### src/rtl/cpu_pkg.sv
// Shared types for the 16-bit CPU front end: immediate-format select,
// opcode map, IF/ID buffer states and the decoded packet held per entry.
package cpu_pkg;

   localparam int unsigned CPU_PC_W    = 16;
   localparam int unsigned CPU_INSTR_W = 16;

   // Immediate format driven into the sign extender.
   typedef enum logic [1:0] {
      NONE      = 2'b00,
      FOURBIT   = 2'b01,
      EIGHTBIT  = 2'b10,
      TWELVEBIT = 2'b11
   } sel_t;

   // Opcodes live in instr[15:12].
   typedef enum logic [3:0] {
      OP_RTYPE = 4'b0000,
      OP_BLT   = 4'b0100,
      OP_BGT   = 4'b0101,
      OP_BEQ   = 4'b0110,
      OP_LW    = 4'b1000,
      OP_SW    = 4'b1011,
      OP_JMP   = 4'b1100,
      OP_HALT  = 4'b1111
   } opcode_t;

   // Occupancy of the two-entry skid buffer.
   typedef enum logic [1:0] {
      EMPTY = 2'b00,
      ONE   = 2'b01,
      TWO   = 2'b10
   } state_t;

   // One buffered entry: raw word plus the fields decoded on entry.
   typedef struct packed {
      logic [CPU_INSTR_W-1:0] instr;
      logic [CPU_PC_W-1:0]    pc;
      sel_t                   offset_sel;
      logic                   illegal;
      logic                   is_halt;
   } packet_t;

   localparam packet_t PKT_RESET = '{
      instr:      '0,
      pc:         '0,
      offset_sel: NONE,
      illegal:    1'b0,
      is_halt:    1'b0
   };

endpackage

### src/rtl/if_id_stage_instr_decode.sv
// Combinational opcode decoder: immediate format, illegal and HALT flags.
// Used on the incoming word so every buffered entry carries its decode.
module instr_decode
   import cpu_pkg::*;
(
   input  logic [3:0] opcode_i,
   output sel_t       offset_sel_o,
   output logic       illegal_o,
   output logic       is_halt_o
);

   // Map the opcode to its immediate format; anything unlisted is illegal.
   always_comb begin
      // NOTE: every output gets a default before the case so no path leaves
      // a signal unassigned, which would otherwise infer a latch.
      offset_sel_o = NONE;
      illegal_o    = 1'b0;
      is_halt_o    = 1'b0;
      case (opcode_i)
         OP_RTYPE:         offset_sel_o = NONE;
         OP_LW, OP_SW:     offset_sel_o = FOURBIT;
         OP_BLT, OP_BGT,
         OP_BEQ:           offset_sel_o = EIGHTBIT;
         OP_JMP:           offset_sel_o = TWELVEBIT;
         OP_HALT:          is_halt_o    = 1'b1;
         default:          illegal_o    = 1'b1;
      endcase
   end

endmodule

### src/rtl/if_id_stage.sv
// IF/ID pipeline stage: a two-entry skid buffer between fetch and execute.
// The main entry always holds the oldest packet and drives the outputs; the
// skid entry absorbs one extra word so in_ready can be a pure register.
module if_id_stage
   import cpu_pkg::*;
#(
   parameter int unsigned PC_W    = CPU_PC_W,
   parameter int unsigned INSTR_W = CPU_INSTR_W
) (
   input  logic               clk,
   input  logic               rst_n,
   input  logic               in_valid,
   output logic               in_ready,
   input  logic [INSTR_W-1:0] in_instr,
   input  logic [PC_W-1:0]    in_pc,
   input  logic               flush,
   output logic               out_valid,
   input  logic               out_ready,
   output logic [INSTR_W-1:0] out_instr,
   output logic [PC_W-1:0]    out_pc,
   output sel_t               offset_sel,
   output logic [11:0]        imm_field,
   output logic [3:0]         rd_addr,
   output logic [3:0]         rs_addr,
   output logic               illegal,
   output logic               is_halt
);

   state_t  state_q, state_d;
   packet_t main_q, main_d;
   packet_t skid_q, skid_d;
   logic    in_ready_q, in_ready_d;
   logic    halt_seen_q, halt_seen_d;

   sel_t    dec_sel;
   logic    dec_illegal;
   logic    dec_halt;
   packet_t dec_pkt;
   logic    acc;
   logic    pop;

   instr_decode u_decode (
      .opcode_i     (in_instr[15:12]),
      .offset_sel_o (dec_sel),
      .illegal_o    (dec_illegal),
      .is_halt_o    (dec_halt)
   );

   // Bundle the incoming word with its decode so it can be stored as one entry.
   always_comb begin
      dec_pkt.instr      = in_instr;
      dec_pkt.pc         = in_pc;
      dec_pkt.offset_sel = dec_sel;
      dec_pkt.illegal    = dec_illegal;
      dec_pkt.is_halt    = dec_halt;
   end

   assign acc = in_valid & in_ready_q;
   assign pop = out_valid & out_ready;

   // Occupancy FSM and entry movement; flush overrides everything else.
   always_comb begin
      state_d     = state_q;
      main_d      = main_q;
      skid_d      = skid_q;
      halt_seen_d = halt_seen_q;
      if (flush) begin
         state_d     = EMPTY;
         halt_seen_d = 1'b0;
      end else begin
         if (acc && dec_pkt.is_halt) begin
            halt_seen_d = 1'b1;
         end
         case (state_q)
            EMPTY: begin
               if (acc) begin
                  main_d  = dec_pkt;
                  state_d = ONE;
               end
            end
            ONE: begin
               if (acc && !pop) begin
                  skid_d  = dec_pkt;
                  state_d = TWO;
               end else if (acc && pop) begin
                  main_d  = dec_pkt;
               end else if (pop) begin
                  state_d = EMPTY;
               end
            end
            TWO: begin
               // in_ready is low here, so only a pop can move things.
               if (pop) begin
                  main_d  = skid_q;
                  state_d = ONE;
               end
            end
            default: state_d = EMPTY;
         endcase
      end
      // Computed from next state so the registered ready is exact, not late.
      in_ready_d = (state_d != TWO) && !halt_seen_d;
   end

   // Control state and the output-facing main entry, with synchronous reset.
   always_ff @(posedge clk) begin
      // NOTE: sequential state uses non-blocking assignments so every register
      // samples the pre-edge values regardless of statement order.
      if (!rst_n) begin
         state_q     <= EMPTY;
         in_ready_q  <= 1'b0;
         halt_seen_q <= 1'b0;
         main_q      <= PKT_RESET;
      end else begin
         state_q     <= state_d;
         in_ready_q  <= in_ready_d;
         halt_seen_q <= halt_seen_d;
         main_q      <= main_d;
      end
   end

   // Skid data register.
   always_ff @(posedge clk) begin
      // NOTE: the skid entry is deliberately not reset: it is only ever read
      // when state says it is occupied, so its contents after reset are moot.
      skid_q <= skid_d;
   end

   assign in_ready   = in_ready_q;
   assign out_valid  = (state_q != EMPTY);
   assign out_instr  = main_q.instr;
   assign out_pc     = main_q.pc;
   assign offset_sel = main_q.offset_sel;
   assign imm_field  = main_q.instr[11:0];
   assign rd_addr    = main_q.instr[11:8];
   assign rs_addr    = main_q.instr[7:4];
   assign illegal    = main_q.illegal;
   assign is_halt    = main_q.is_halt;

endmodule

### config.mk
export PLATFORM = sky130hd
export DESIGN_NAME = if_id_stage
export DESIGN_NICKNAME = d
export VERILOG_FILES = /design/src/rtl/cpu_pkg.sv /design/src/rtl/if_id_stage_instr_decode.sv /design/src/rtl/if_id_stage.sv
export SDC_FILE = /design/constraint.sdc
export NUM_CORES = 1
export LEC_CHECK = 0
export CELL_PAD_IN_SITES_DETAIL_PLACEMENT = 1
export CELL_PAD_IN_SITES_GLOBAL_PLACEMENT = 1
export CORE_MARGIN = 8
export CORE_UTILIZATION = 31
export CTS_CLUSTER_SIZE = 12
export DETAILED_ROUTE_END_ITERATION = 16
export GPL_ROUTABILITY_DRIVEN = 0
export PLACE_DENSITY = 0.77
export SLEW_MARGIN = 20
export SYNTH_ARGS = -nofsm -noshare
export SYNTH_HDL_FRONTEND = slang
export SYNTH_SLANG_ARGS = --single-unit
### constraint.sdc
create_clock -name clk -period 4.35 [get_ports clk]
set_clock_uncertainty 0.1 [all_clocks]
set_input_delay 0.87 -clock clk [delete_from_list [all_inputs] [get_ports clk]]
set_output_delay 0.87 -clock clk [all_outputs]
set_load 0.01 [all_outputs]
### After elaboration in Yosys (flattened, before gate mapping)

Index checks and enable logic that the tools add are counted.

| cells by class | value |
|---|---|
| equal/unequal tests | 14 |
| mux-type cells | 17 |
| bitwise logic cells | 3 |
| reductions and logical operators | 15 |

Operators with widths:

| cell | number |
|---|---|
| $mux 36 | 4 |
| $pmux 36 s3 | 1 |
| $eq 4x4->1 const B | 4 |
| $eq 4x3->1 const B | 3 |
| $mux 2 | 6 |
| $pmux 2 s3 | 2 |
| $ne 2x2->1 const B | 5 |
| $reduce_or 8->1 | 1 |
| $reduce_and 6->1 | 1 |
| $logic_and 1x1->1 | 4 |
| $logic_not 4->1 | 1 |
| $mux 1 | 4 |
| $reduce_and 3->1 | 1 |
| $reduce_bool 3->1 | 1 |
| $reduce_or 3->1 | 1 |
| $and 1x1->1 | 2 |
| $eq 2x1->1 const B | 1 |
| $eq 2x2->1 const B | 1 |
| $logic_not 1->1 | 2 |
| $logic_not 2->1 | 1 |
| $reduce_bool 2->1 | 1 |
| $reduce_or 2->1 | 1 |
| $not 1->1 | 1 |

| word-level totals | value |
|---|---|
| flip-flop bits (word level) | 76 |
| input port bits | 37 |
| output and inout port bits | 58 |
| word-level logic and storage cells | 62 |

### Logic depth before layout (Yosys ltp)

Gate-level depths: netlist (run 1).

| logic depth | value |
|---|---|
| depth after elaboration | 9 |
| gate-level depth with buffers | 6 |
| gate-level depth less buffers | 4 |

### Cells and area by module

Synthesis (run 1) repeated with hierarchy kept, for this count alone.

| unflattened totals | value |
|---|---|
| cell total of the unflattened synthesis | 250 |
| area total of the unflattened synthesis | 3,173.0 µm² |

Modules (own cells, without submodules):

| module | instances | cells each | area an instance (µm²) | seq. area each (µm²) |
|---|---|---|---|---|
| if_id_stage | 1 | 239 | 3,100.5 | 1,881.8 |
| instr_decode | 1 | 11 | 72.6 | 0.0 |

### Least setup slack after synthesis (run 1)

No wires, ideal clock.

| timing | value |
|---|---|
| kind | input -> register |
| start | in flush |
| end | reg skid_q[0] (netlist name) (enable) |
| library setup time | 0.474 ns |
| arrival | 3.583 ns |
| path slack | 0.193 ns |
| stages | 2 |
| path buffers | 1 |
| cell sequence | clkbuf_1 nor3_1 |

| between the ends | value |
|---|---|
| word-level cells in the longest chain between the ends | 2 |

RTL lines:

| element | RTL line | text |
|---|---|---|
| start, declared | if_id_stage.sv:16 | `input logic flush,` |
| $not 1->1 (no line) | n/a |  |
| $reduce_and 3->1 (no line) | n/a |  |
| end signal, assigned | if_id_stage.sv:126 | `skid_q <= skid_d;` |
| end, declared | if_id_stage.sv:31 | `packet_t skid_q, skid_d;` |

No other way between the ends.
A chain may end at the register's enable or synchronous reset.

### Worst setup path in the final report (run 1)

| timing | value |
|---|---|
| start | in flush |
| end | reg main_q (netlist bit out_pc[6]) |

| between the ends | value |
|---|---|
| word-level cells in the longest chain between the ends | 2 |

RTL lines:

| element | RTL line | text |
|---|---|---|
| $not 1->1 (no line) | n/a |  |
| $reduce_and 6->1 (no line) | n/a |  |
| end signal, assigned | if_id_stage.sv:118 | `main_q <= main_d;` |
| end, declared | if_id_stage.sv:30 | `packet_t main_q, main_d;` |

No other way between the ends.

==> results.sh, run 1 <==
export IMPL_multiInputGateArea_um2=940
export IMPL_start_util_pct=31.5
export IMPL_worstSetupPathType="in -> reg"
export IMPL_tightest_slew_ps=930
export IMPL_drc_errors=0
export IMPL_ys_flop_type="dfxtp_1"
export IMPL_maxCapViolations=0
export IMPL_final_period_utilization_pct=63.1
export IMPL_p_leak_nw=1.40
export IMPL_syn_inst=293
export IMPL_wl_um=8140
export IMPL_synth_area_um2=3040
export IMPL_grt_pass1_wl_um=13000
export IMPL_numClockSinks=76
export IMPL_cts_root_buf="clkbuf_8"
export IMPL_start_kind="input pin"
export IMPL_layout_drive_gt1_share_pct=6.27
export IMPL_io_buffers=94
export IMPL_die_w_um=115
export IMPL_dieHeight_um=115
export IMPL_grt_usage_pct=12.5
export IMPL_synth_avg_cell_area_um2=10.4
export IMPL_dr_pass1_iters=4
export IMPL_synth_edf_count=36
export IMPL_critical_path_required_ps=4480
export IMPL_cts_max_level=3
export IMPL_clockBufferDepth=2
export IMPL_yosysTopAreaCell="edfxtp_1"
export IMPL_synth_fp_nets=330
export IMPL_grt_max_degree=73
export IMPL_num_vias=2369
export IMPL_fill_cells=1097
export IMPL_core_region_area_um2=9640
export IMPL_synth_top_cell_area_share_pct=35.6
export IMPL_rsz0062_at_grt="false"
export IMPL_antenna_found_initial=0
export IMPL_wl_per_cell_um=16.3
export IMPL_r2r_cells=5
export IMPL_async_flop_share_pct=0
export IMPL_grt_pass1_vias=2524
export IMPL_setup_viol=0
export IMPL_holdBufCountCts=0
export IMPL_holdPathStages=2
export IMPL_design_die_area_um2=13200
export IMPL_fmax_mhz=364
export IMPL_nNetsFinal=399
export IMPL_yosysSeqAreaShare_pct=61.9
export IMPL_period_minus_slack_ps=2740
export IMPL_seqCellArea_um2=1880
export IMPL_grt_overflow=0
export IMPL_synth_seq_cells=76
export IMPL_via_per_inst=4.74
export IMPL_diodes=0
export IMPL_cts_tree="yes"
export IMPL_drt_initial_drc_count=62
export IMPL_cts_buffers=9
export IMPL_synthToLayoutAreaGrowth_pct=36.8
export IMPL_post_cts_setup_buffers=0
export IMPL_fin_tns_setup_ps=0
export IMPL_rows=36
export IMPL_ant_nets=0
export IMPL_p_per_area_nw_per_um2=358
export IMPL_finalHoldViolCount=0
export IMPL_peakVddDrop_mv=0.127
export IMPL_post_dp_hpwl_um=5550
export IMPL_endpoint_kind="flop"
export IMPL_power_mw=1.49
export IMPL_hp_class="reg -> reg"
export IMPL_outcome="finished, final reports clean"
export IMPL_clkLatencyLatePin_ps=340
export IMPL_final_cell_mix="clkdlybuf4s50_1, nand2_1, dfxtp_1"
export IMPL_drv_slew=0
export IMPL_cp_max_fo=72
export IMPL_synth_distinct_cells=30
export IMPL_max_slew_margin_pct=37.9
export IMPL_yosysWarnings=0
export IMPL_fin_util_pct=43.1
export IMPL_layout_commonest_cell="clkdlybuf4s50_1"
export IMPL_num_io_pins=95
export IMPL_ctsResizeCount=0
export IMPL_cts_reportedPaths_clkPinSlew_ps=80
export IMPL_arrival_ps=2880
export IMPL_netlist_top_cells_area="edfxtp_1, dfxtp_1, a311oi_1"
[final cells by class]
cell class                      instances  share of cell area, %
Clock buffer                           10                   3.31
Timing Repair Buffer                   97                   23.2
Multi-Input combinational cell        176                   22.6
Inverter                                2                  0.181
Sequential cell                        76                   45.2
Tap cell                              133                   4.00
Clock inverter                          6                   1.50
[cells in the mapped netlist, types with 2 or more instances]
cell	number
o21a_1	2
nor2b_1	2
buf_4	20
edfxtp_1	36
clkbuf_1	14
a311oi_1	32
nand2_1	74
nor3_1	3
nand3_1	2
nor2_1	39
buf_2	4
a31oi_1	5
dfxtp_1	40
o21ai_1	4
[flip-flops by register name, summed over array words and instances, names as in the netlist]
signal	count
out_instr	16
state_q	2
is_halt	1
halt_seen_q	1
offset_sel	2
skid_q	36
out_pc	16
in_ready	1
illegal	1
[final timing paths]
check | start | slack [ps] | end
max reg2reg | in_ready | 2270 | out_pc[6]
min | out_pc[2] | 410 | out_pc[2]
max | flush | 1610 | out_pc[6]
min reg2reg | out_pc[2] | 410 | out_pc[2]
[metal layers]
layer	track usage (%)	wire [um]
met5	0	0
met4	4.38	110
met3	3.89	613
met2	21.8	3890
met1	14.1	3530
[stage by stage]
stage          setup slack (ps)  cells  area (um2)  hold WS (ps)
2_1_floorplan               193    293        3040           373
3_3_place_gp               1400    484        3960           388
3_5_place_dp               1270    484        3960           400
4_1_cts                    1630    500        4160           416
5_1_grt                    1440    500        4160           440
6_report                   1610    500        4160           408
[critical path: stages]
cell             delay, ps
clkdlybuf4s50_1        560
nand4bb_1              310
o41ai_4                 80
buf_4                  610
nor2_1                  80
a311oi_1               300
[where the power goes]
part	leakage, nW	switching, mW	internal, mW	total (mW)
clock	0.0963	0.258	0.280	0.538
sequential	0.649	0.0137	0.767	0.781
combinational	0.654	0.0748	0.0965	0.171
total	1.40	0.347	1.14	1.49
[kinds of logic after synthesis]
group | count (synthesis) | synth area share, %
XOR/XNOR | 1 | 0.288
flip-flops | 76 | 61.9
buffers and inverters | 41 | 7.69
AO/OA/AOI/OAI | 48 | 13.2
AND/OR/NAND/NOR | 127 | 16.9
Power figures use the tool's default switching activity.
==> inputs of run 2 (changes only) <==
--- a/config.mk
+++ b/config.mk
@@ -8,11 +8,11 @@
 export CELL_PAD_IN_SITES_DETAIL_PLACEMENT = 1
 export CELL_PAD_IN_SITES_GLOBAL_PLACEMENT = 1
 export CORE_MARGIN = 8
-export CORE_UTILIZATION = 31
+export CORE_UTILIZATION = 35
 export CTS_CLUSTER_SIZE = 12
 export DETAILED_ROUTE_END_ITERATION = 16
 export GPL_ROUTABILITY_DRIVEN = 0
-export PLACE_DENSITY = 0.77
+export PLACE_DENSITY = 0.82
 export SLEW_MARGIN = 20
 export SYNTH_ARGS = -nofsm -noshare
 export SYNTH_HDL_FRONTEND = slang
==> constraint.sdc (replaced) <==
create_clock -name clk -period 2.57 [get_ports clk]
set_clock_uncertainty 0.1 [all_clocks]
set_input_delay 0.514 -clock clk [delete_from_list [all_inputs] [get_ports clk]]
set_output_delay 0.514 -clock clk [all_outputs]
set_load 0.01 [all_outputs]
==> run 2 against run 1 <==
  * Register-to-register slack worse by 1500 ps
  * Hold slack got worse by 3.1 ps
  * Wire length shrank 1.2%
  * Clock power up 69%
  * Largest power group unchanged
==> results.sh, run 2 (synthesized netlist as in run 1, its figures left out) <==
export IMPL_path_cells="or2_2 > clkdlybuf4s50_1"
export IMPL_clockBufferDepth=2
export IMPL_fin_tns_setup_ps=0
export IMPL_ctsResizeCount=0
export IMPL_dieHeight_um=109
export IMPL_fin_util_pct=48.6
export IMPL_drc_errors=0
export IMPL_dr_pass1_iters=4
export IMPL_dpl_instance_area_um2=3990
export IMPL_setup_viol=0
export IMPL_fmax_mhz=472
export IMPL_maxCapViolations=0
export IMPL_start_kind="flop"
export IMPL_p_per_area_nw_per_um2=604
export IMPL_final_cell_mix="clkdlybuf4s50_1, nand2_1, dfxtp_1"
export IMPL_cts_root_buf="clkbuf_8"
export IMPL_grt_pass1_wl_um=12700
export IMPL_post_cts_setup_buffers=0
export IMPL_p_leak_nw=1.42
export IMPL_max_slew_margin_pct=49.2
export IMPL_regMostFlops="skid_q"
export IMPL_endpoint_kind="output pin"
export IMPL_max_stage_delay_ps=530
export IMPL_finalHoldViolCount=0
export IMPL_wl_um=8040
export IMPL_start_util_pct=35.4
export IMPL_design_die_area_um2=11900
export IMPL_cts_reportedPaths_clkPinSlew_ps=70
export IMPL_clkLatencyLatePin_ps=340
export IMPL_rsz0062_at_grt="false"
export IMPL_final_period_utilization_pct=82.4
export IMPL_wl_per_cell_um=16.9
export IMPL_cts_max_level=3
export IMPL_place_ws_ps=104
export IMPL_hp_class="reg -> reg"
export IMPL_peakVddDrop_mv=0.321
export IMPL_largest_reg_flops=36
export IMPL_holdBufCountCts=0
export IMPL_design_area_um2=4180
export IMPL_grt_overflow=0
export IMPL_ant_nets=0
export IMPL_layout_commonest_cell="clkdlybuf4s50_1"
export IMPL_post_dp_hpwl_um=5640
export IMPL_synthToLayoutAreaGrowth_pct=37.5
export IMPL_grt_usage_pct=13.6
export IMPL_layout_drive_gt1_share_pct=6.78
export IMPL_io_buffers=94
export IMPL_antenna_found_initial=0
export IMPL_setup_ws_ps=452
export IMPL_critPathLaunch="state_q[1]"
export IMPL_period_minus_slack_ps=2120
export IMPL_grt_pass1_vias=2597
export IMPL_hp_start="out_pc[14]"
export IMPL_tightest_slew_ps=762
export IMPL_cts_tree="yes"
export IMPL_drv_slew=0
export IMPL_outcome="finished, final reports clean"
export IMPL_r2r_start="state_q[0]"
export IMPL_nNetsFinal=401
export IMPL_rows=34
export IMPL_numClockSinks=76
export IMPL_grt_max_degree=73
export IMPL_cp_max_fo=6
export IMPL_num_io_pins=95
export IMPL_worstSetupPathType="reg -> out"
export IMPL_drt_initial_drc_count=66
export IMPL_slowest_stage="clkdlybuf4s50_1"
export IMPL_arrival_ps=1500
export IMPL_die_w_um=109
export IMPL_hold_slack_ps=405
export IMPL_critical_path_required_ps=1960
export IMPL_num_vias=2428
export IMPL_core_region_area_um2=8590
export IMPL_via_per_inst=5.09
export IMPL_cts_buffers=9
export IMPL_diodes=0
-- run 2: cell count changes in the layout (fill, tap and decap cells not counted), sizes merged --
cell / delta
buf: +2
clkbuf: +1
clkinv: +1
clkinvlp: -1
inv: -1
-- run 2: final cells by class --
class / instances / area [um2]
Sequential cell: 76 / 1880
Clock inverter: 5 / 52.6
Clock buffer: 11 / 141
Fill cell: 956 / 4410
Tap cell: 108 / 135
Multi-Input combinational cell: 176 / 946
Timing Repair Buffer: 99 / 1020
Inverter: 2 / 7.51
-- run 2: where the power goes --
group	switching [mW]	internal (mW)
Clock	0.439	0.471
Sequential	0.0232	1.30
Combinational	0.130	0.166
Total	0.592	1.94
-- run 2: metal layers --
metal	global-route usage, %	wire, um	up-vias
met5	0	0	-
met3	3.90	543	8
met1	14.7	3230	1188
met2	24.7	4190	68
met4	4.73	80	0
li1	-	-	1164
-- run 2: worst paths after layout --
| check | endpoint | slack (ps) | cells past startpoint |
|---|---|---|---|
| max | out_valid | 450 | 2 |
| min | out_pc[14] | 410 | 2 |
| max reg2reg | in_ready | 800 | 3 |
| min reg2reg | out_pc[14] | 410 | 2 |
-- run 2: worst max-delay path, delay by kind of cell (launching register included) --
family        cells  cell delay, ps
buf+inv           1             530
simple gates      1             160
flops             1             480
-- run 2: metrics by stage --
step           cells  total power, mW
2_1_floorplan    293             1.48
3_3_place_gp     461             1.64
3_5_place_dp     461             1.65
4_1_cts          477             2.56
5_1_grt          477             2.63
6_report         477             2.53
==> inputs of run 3 (changes only) <==
--- a/config.mk
+++ b/config.mk
@@ -8,11 +8,11 @@
 export CELL_PAD_IN_SITES_DETAIL_PLACEMENT = 1
 export CELL_PAD_IN_SITES_GLOBAL_PLACEMENT = 1
 export CORE_MARGIN = 8
-export CORE_UTILIZATION = 35
+export CORE_UTILIZATION = 31
 export CTS_CLUSTER_SIZE = 12
 export DETAILED_ROUTE_END_ITERATION = 16
 export GPL_ROUTABILITY_DRIVEN = 0
-export PLACE_DENSITY = 0.82
+export PLACE_DENSITY = 0.77
 export SLEW_MARGIN = 20
 export SYNTH_ARGS = -nofsm -noshare
 export SYNTH_HDL_FRONTEND = slang
==> constraint.sdc (replaced) <==
create_clock -name clk -period 1.9 [get_ports clk]
set_clock_uncertainty 0.1 [all_clocks]
set_input_delay 0.38 -clock clk [delete_from_list [all_inputs] [get_ports clk]]
set_output_delay 0.38 -clock clk [all_outputs]
set_load 0.01 [all_outputs]
==> run 3 against run 2 <==
  * Power is 36% higher
  * Critical path type is now in -> reg
  * Final area is 4.6% higher
  * Critical path depth is 5 higher
  * Hold slack worse by 2.6 ps
  * Clock-buffer cell count is 1 lower
  * Core utilization is 3.3 points lower
  * Global-route usage is 0.86 points lower
  * Highest routed layer unchanged
  * Via count is 4.4% higher
  * Largest cell class unchanged
  * Die area is 11% higher
  * Combinational power is 47% higher
  * Non-clock buffer count is 17 higher
==> results.sh, run 3 (synthesized netlist as in run 1, its figures left out) <==
export IMPL_design_die_area_um2=13200
export IMPL_drv_slew=0
export IMPL_io_buffers=94
export IMPL_core_region_area_um2=9640
export IMPL_drc_errors=0
export IMPL_tightest_slew_ps=292
export IMPL_die_w_um=115
export IMPL_final_period_utilization_pct=97.7
export IMPL_grt_max_degree=70
export IMPL_rows=36
export IMPL_outcome="finished, final reports clean"
export IMPL_fin_util_pct=45.4
export IMPL_rsz0062_at_grt="true"
export IMPL_p_leak_nw=1.51
export IMPL_fin_tns_setup_ps=0
export IMPL_critical_path_required_ps=2040
export IMPL_arrival_ps=2000
export IMPL_start_util_pct=31.5
export IMPL_wl_um=8920
export IMPL_finalHoldViolCount=0
export IMPL_nNetsFinal=418
export IMPL_peakVddDrop_mv=0.353
export IMPL_max_slew_margin_pct=80.5
export IMPL_drt_initial_drc_count=63
export IMPL_antenna_found_initial=0
export IMPL_period_minus_slack_ps=1860
export IMPL_synthToLayoutAreaGrowth_pct=43.9
export IMPL_path_cells="clkdlybuf4s50_1 > nor2b_1 > o41ai_4 > buf_4 > buf_8 > nor2_1 > a311oi_1"
export IMPL_grt_usage_pct=12.7
export IMPL_diodes=0
export IMPL_largest_reg_flops=36
export IMPL_via_per_inst=4.89
export IMPL_cts_tree="yes"
export IMPL_cts_reportedPaths_clkPinSlew_ps=80
export IMPL_hp_class="reg -> reg"
export IMPL_worstSetupPathType="in -> reg"
export IMPL_grt_pass1_vias=2658
export IMPL_dieHeight_um=115
export IMPL_dr_pass1_iters=4
export IMPL_clockBufferDepth=2
export IMPL_holdBufCountCts=0
export IMPL_cts_max_level=3
export IMPL_p_per_area_nw_per_um2=786
export IMPL_start_kind="input pin"
export IMPL_post_dp_hpwl_um=5920
export IMPL_grt_overflow=0
export IMPL_cts_root_buf="clkbuf_8"
export IMPL_fmax_mhz=539
export IMPL_cts_buffers=9
export IMPL_worst_path_buf_inv=3
export IMPL_endpoint_kind="flop"
export IMPL_regMostFlops="skid_q"
export IMPL_hold_slack_ps=403
export IMPL_num_io_pins=95
export IMPL_regToRegSetupSlack_ps=160
export IMPL_cp_max_fo=17
export IMPL_numClockSinks=76
export IMPL_layout_commonest_cell="clkdlybuf4s50_1"
export IMPL_max_stage_delay_ps=510
export IMPL_final_cell_mix="clkdlybuf4s50_1, nand2_1, nor2_1"
export IMPL_layout_drive_gt1_share_pct=12.7
export IMPL_setup_viol=0
export IMPL_wl_per_cell_um=17.2
export IMPL_grt_pass1_wl_um=13300
export IMPL_slowest_stage="clkdlybuf4s50_1"
export IMPL_ant_nets=0
export IMPL_crit_family="buffers and inverters"
export IMPL_num_vias=2536
export IMPL_maxCapViolations=0
export IMPL_clkLatencyLatePin_ps=340
## run 3: cell count changes in the layout (fill, tap and decap cells not counted), moves of 3 or more
| cell | before | now |
|---|---|---|
| buf_4 | 2 | 17 |
| clkinvlp_4 | 1 | 4 |
| dfxtp_1 | 40 | 37 |
| dfxtp_2 | 0 | 3 |
## run 3: where the power goes
group | leakage [nW] | switching, mW | total (mW) | internal [mW]
registers | 0.650 | 0.0324 | 1.79 | 1.76
clock network | 0.0845 | 0.612 | 1.22 | 0.605
logic | 0.775 | 0.189 | 0.434 | 0.245
## run 3: metrics by stage
step	total power, mW	instances	worst slack [ps]	area [um2]
after floorplan	2.00	293	-50.5	3080
after global placement	2.23	499	-241	4120
after CTS	3.46	515	40.0	4310
after global routing	3.59	519	-44.9	4370
after detailed placement	2.25	499	-382	4120
final	3.44	519	44.1	4370
## run 3: area by class of cell
cell class	count	area (um2)
Multi-Input combinational cell	176	961
Clock inverter	6	65.1
Tap cell	133	166
Clock buffer	10	128
Sequential cell	76	1890
Fill cell	1085	5270
Timing Repair Buffer	116	1160
Inverter	2	7.51
## run 3: final timing paths
path / start / cells past startpoint / end
setup / recovery: out_ready / 7 / out_instr[3]
hold / removal: out_pc[10] / 2 / out_pc[10]
setup reg to reg: state_q[0] / 6 / out_instr[3]
hold reg to reg: out_pc[10] / 2 / out_pc[10]
## run 3: timing repair
item | 4_1_cts | 5_1_grt
pin swaps | 0 | 3
endpoints found under the setup margin | 2 | 15
gates cloned | 0 | 2
gates resized for setup | 4 | 5
buffers inserted | 0 | 2
## run 3: tightest hold or removal path: stages (launching register included)
cell and delay, ps:
dfxtp_1 320, nor2_1 90, a311oi_1 50
## run 3: per-layer routing
metal / global-route usage, % / up-vias / part of all wire [%]
met5: 0 / - / 0
met4: 2.89 / 0 / 1.0
met3: 4.25 / 10 / 6.1
met2: 22.3 / 71 / 50
met1: 14.6 / 1257 / 43
li1: - / 1198 / -
